File: src/rtl/priority_encoder_pkg.sv
// Shared constants and a reference index function for the 8-to-3 priority encoder.
package priority_encoder_pkg;

    localparam int PE_DEFAULT_WIDTH = 8;
    localparam int PE_MAX_WIDTH     = 64;

    // Highest set bit of vec, 0 when vec is all zero; vectors up to PE_MAX_WIDTH bits.
    function automatic int pe_index(input logic [PE_MAX_WIDTH-1:0] vec);
        int idx;
        idx = 0;
        for (int i = 0; i < PE_MAX_WIDTH; i++) begin
            if (vec[i]) idx = i;
        end
        return idx;
    endfunction

endpackage

File: src/rtl/priority_encoder_comb.sv
// Combinational priority encode: index of the highest set request bit, plus any-bit flag.
// Zero latency; no flow control.
module priority_encoder_comb
    import priority_encoder_pkg::*;
#(
    parameter  int WIDTH = PE_DEFAULT_WIDTH,
    localparam int OUT_W = $clog2(WIDTH)
) (
    input  logic [WIDTH-1:0] in,
    output logic [OUT_W-1:0] idx,
    output logic             any
);

    // Ascending scan, so the last (highest) hit overwrites earlier ones.
    always_comb begin
        idx = '0;
        any = 1'b0;
        for (int i = 0; i < WIDTH; i++) begin
            if (in[i]) begin
                idx = i[OUT_W-1:0];
                any = 1'b1;
            end
        end
    end

endmodule

File: src/rtl/priority_encoder.sv
// Registered priority encoder: out/valid carry the encode of in sampled one edge earlier.
// Latency 1 cycle, one result per cycle, no backpressure; synchronous active-low reset.
module priority_encoder
    import priority_encoder_pkg::*;
#(
    parameter  int WIDTH = PE_DEFAULT_WIDTH,
    localparam int OUT_W = $clog2(WIDTH)
) (
    input  logic             clk,
    input  logic             rst,
    input  logic [WIDTH-1:0] in,
    output logic [OUT_W-1:0] out,
    output logic             valid
);

    generate
        if (WIDTH < 2) begin : g_width_check
            $error("priority_encoder: WIDTH must be at least 2");
        end
    endgenerate

    logic [OUT_W-1:0] out_d;
    logic             valid_d;
    logic [OUT_W-1:0] out_q;
    logic             valid_q;

    priority_encoder_comb #(
        .WIDTH (WIDTH)
    ) u_comb (
        .in  (in),
        .idx (out_d),
        .any (valid_d)
    );

    always_ff @(posedge clk) begin
        if (!rst) begin
            out_q   <= '0;
            valid_q <= 1'b0;
        end else begin
            out_q   <= out_d;
            valid_q <= valid_d;
        end
    end

    assign out   = out_q;
    assign valid = valid_q;

endmodule

File: config.mk
export PLATFORM = sky130hd
export DESIGN_NAME = priority_encoder
export DESIGN_NICKNAME = d
export VERILOG_FILES = /design/src/rtl/priority_encoder_pkg.sv /design/src/rtl/priority_encoder_comb.sv /design/src/rtl/priority_encoder.sv
export SDC_FILE = /design/constraint.sdc
export NUM_CORES = 1
export LEC_CHECK = 0
export CAP_MARGIN = 0
export CORE_AREA = 2 2 39 41
export CTS_BUF_LIST = sky130_fd_sc_hd__clkbuf_2 sky130_fd_sc_hd__clkbuf_4 sky130_fd_sc_hd__clkbuf_8
export DETAILED_ROUTE_END_ITERATION = 6
export DIE_AREA = 0 0 41 43
export GPL_ROUTABILITY_DRIVEN = 1
export PLACE_DENSITY_LB_ADDON = 0.15
export SYNTH_ARGS = -nofsm -noshare
export SYNTH_HDL_FRONTEND = slang
export SYNTH_SLANG_ARGS = --single-unit
export TNS_END_PERCENT = 5
File: constraint.sdc
create_clock -name clk -period 1.4 [get_ports clk]
set_input_delay 0.14 -clock clk [delete_from_list [all_inputs] [get_ports clk]]
set_output_delay 0.14 -clock clk [all_outputs]
set_load 0.01 [all_outputs]
======== Yosys cells after proc, flatten, opt, wreduce, memory -nomap -nowiden ========
Index checks and enable logic that the tools add are counted.
storage, ports and cells
  flip-flop bits (word level) ............. 4
  bits in latches ......................... 0
  RAM bits ................................ 0
  bits in read-only memories .............. 0
  input bits .............................. 10
  output and inout port bits .............. 4
  word-level logic and storage cells ...... 17
  memories kept ........................... 0
operators by class
  add/subtract/negate cells ............... 0
  multipliers ............................. 0
  divide/modulo/power cells ............... 0
  $lt $le $gt $ge ......................... 0
  equality and inequality tests ........... 0
  shift-type cells ........................ 0
  mux-type cells .......................... 15
  bitwise logic cells ..................... 0
  reduce and logical (&&, ||, !) cells .... 0
operator list
  operator  count
  $mux W3   4
  $mux W1   9
  $mux W2   2

======== Depth between registers and ports, before layout ========
  depth after elaboration ................. 8
  mapped depth ............................ 3

======== By module ========
Synthesis repeated with hierarchy kept, for this count alone.
unflattened totals
  cell total of the unflattened synthesis .. 20
  area, all modules ....................... 162.7 sq um
modules (own cells, without submodules)
  module                 times used  cells an instance  area an instance (sq um)
  priority_encoder       1           8                  105.1
  priority_encoder_comb  1           12                 57.6

======== Least setup slack after synthesis ========
OpenSTA, ideal clock, no wires.
  path type ............................... input to register
  from .................................... in in[4]
  to ...................................... reg valid_q, in the netlist valid
  arrival time ............................ 588 ps
  slack ................................... 691 ps
  stages .................................. 3
  path buffers ............................ 0
  cells stage by stage .................... nor4_1 -> nor2_1 -> o21bai_1
between the ends
  cells in the longest elaborated chain, start to end .. 4
RTL lines
  item                  RTL line                     text
  from (decl)           priority_encoder.sv:11       input logic [WIDTH-1:0] in,
  $mux W1 (4 in a row)  priority_encoder_comb.sv:19  if (in[i]) begin
  to (signal assigned)  priority_encoder.sv:41       valid_q <= valid_d;
  to (decl)             priority_encoder.sv:25       logic valid_q;
Every way passes these cells.
A chain may end at the register's enable or synchronous reset.

======== Worst setup path in the final report ========
  from .................................... reg out_q[0], in the netlist out[0]
  to ...................................... out out[0]
RTL lines
  item                    RTL line                text
  from (decl)             priority_encoder.sv:24  logic [OUT_W-1:0] out_q;
  from (signal assigned)  priority_encoder.sv:40  out_q <= out_d;
  to (decl)               priority_encoder.sv:12  output logic [OUT_W-1:0] out,
No word-level cell between the ends.

==> metrics <==
result of the run complete, no violations; critical path capture point type output port; number of synthesized register bits 4; commonest cells in the synthesized netlist 4 x dfxtp_1, 3 x nor2_1; Post-CTS Repair Setup Buffers 0; number of synthesized flops with an enable pin 0; Post-Syn Nets 28; drt via density 3.88; Port Buf Inserts 13; Hold Path Depth 3; CP required approximately 1300 ps; startpoint types flop; Largest delay share family, worst path buffers and inverters; routed wire length per instance 8.24 um; CP Class reg -> out; f_max about 0.84 GHz; DR iter-0 viols 0; most area-hungry cell type in the Yosys netlist dfxtp_1; dpl cell area a little over 300 um2; io pins 14; Inst Count DP 47; CTS Buffer Depth 2; clock network fraction of total power 0.422; antenna violations before repair 0; HP Class in -> reg; CP cell instances clkdlybuf4s50_1; Worst Path Max Fanout 1; first-pass GRT wire length between 600 and 700 um; RSZ-0062 raised after global routing false; max incr delay on CP roughly 520 ps; final number of max-transition violations 0; most common cell in the synthesized netlist dfxtp_1; total die area between 1500 and 2000 um2; ys async rst share 0; fin crit period approximately 1200 ps; Sink Count 4; clock root buffer clkbuf_4; slew at the pin closest to its max-slew limit 252 ps; Num CTS Buffers 3; NetSw 65.9 uW; antenna diode count 0; combinational power share 0.196; Worst Min Path Start rst; Slowest-stage cell, CP clkdlybuf4s50_1; endpoints failing hold 0; DRC viols 0; largest cells by area after synthesis dfxtp_1 52%, nor4_1 8.1%, nor2_1 7.3%, a21oi_1 6.5%, o21ai_0 6.5%; Clock transition at path regs around 30 ps; Layout area overhead 112%; Seq pwr share 0.382; Placer Congestion between 0.7 and 0.8; Sw Share 0.202; drt first pass iters 1; Tcrit/Tclk final 0.851; Initial Util 0.111; post-DP HPWL approximately 360 um; Fillers 151; routed wire length about 410 um; Nets 46; GRT overflow 0; Rows 14; Int Power ~260 uW; Buf/Inv on CP 1; H-tree Lvls 1; core area 1380 um2; final cell count without fillers 50; Post-Synthesis Cells 18; register area share after synthesis 0.520; Finished Cell Area around 330 um2; Post-DRT Antenna Nets 0; share of post-route cells with drive strength above 1 0.0882; worst hold endpoint out[0]; top_reg_cell synth dfxtp_1; Setup crit start out[0]; Die W 41 um; Slew HR 0.830; Setup TNS 0 ps; CP arrival about 1100 ps; largest net degree at the start of global routing 5; Vias ~190; pwr dens roughly 1000 nW/um2; CTS resizes 0; CTS tree built; Die Ht roughly 43 um; Syn Area/Cell about 8.5 um2; Yosys top cell area share 0.520; maximum VDD drop 0.182 mV; hold buffer count at cts 0; Netlist cell types 9; vias in the first global route about 200; Leakage Power around 0.00013 uW; final count of negative-setup-slack endpoints 0; Ys Warns 0; GRT Util Overall 0.0591; Cell Area, Synth 154 um2; max-cap violations 0
==> layout by cell type, fill, tap and decap left out, types with 2 or more instances in the layout <==
cell type | synthesis | final
clkdlybuf4s50_1 | 0 | 13
dfxtp_1 | 4 | 4
nor2_1 | 3 | 3
clkbuf_4 | 0 | 3
inv_1 | 2 | 2
a21oi_1 | 2 | 2
o21ai_0 | 2 | 2
nor4_1 | 2 | 2
==> cell type report <==
class | instances | area, um2 | share of cell area
sequential | 4 | 80.1 | 0.245
clock buffer | 3 | 22.5 | 0.0690
multi-input combinational | 12 | 66.3 | 0.203
tap | 16 | 20.0 | 0.0613
inverter | 2 | 7.51 | 0.0230
timing repair buffer | 13 | 130 | 0.398
==> registers in the layout, indices dropped and copies added, names as in the netlist <==
signal / cells
valid: 1
out: 3
==> stage by stage <==
step / worst slack [ps] / power, uW / utilization / hold slack, ps
floorplan: 691 / 143 / - / 242
global placement: 122 / 190 / 0.220 / 762
detailed placement: 146 / 191 / 0.220 / 765
CTS: 194 / 335 / 0.236 / 515
global route: 164 / 343 / 0.236 / 543
finish: 209 / 326 / 0.236 / 519
==> cells by family (layout without fill, tap and decap cells) <==
family	Yosys count	in the layout	synth area share
AND/OR/NAND/NOR	6	6	0.195
buffers and inverters	2	18	0.0488
flip-flops	4	4	0.520
AO/OA/AOI/OAI	6	6	0.236
==> layer usage <==
metal  track usage  wire length, um  vias to the layer above
li1              -                -                       96
met1        0.0511              165                       89
met2        0.0813              203                        9
met3        0.0157               43                        0
met4        0.0933                0                        0
met5             0                0                        -
==> power by group through the flow <==
stage               Sequential [uW]  Combinational [uW]  Clock (uW)
floorplan                       131                11.7           0
global placement                126                64.0           0
detailed placement              127                64.3           0
CTS                             125                64.5         146
global route                    125                69.5         148
finish                          125                63.8         138
==> how the worst max path moves through the flow <==
stage | endpoint | cells after the start | slack (ps)
2_1_floorplan | valid | 3 | 690
3_3_place_gp | valid | 4 | 120
3_5_place_dp | valid | 4 | 150
4_1_cts | out[0] | 1 | 190
5_1_grt | out[0] | 1 | 160
6_report | out[0] | 1 | 210
(Power assumes the default switching activity.)
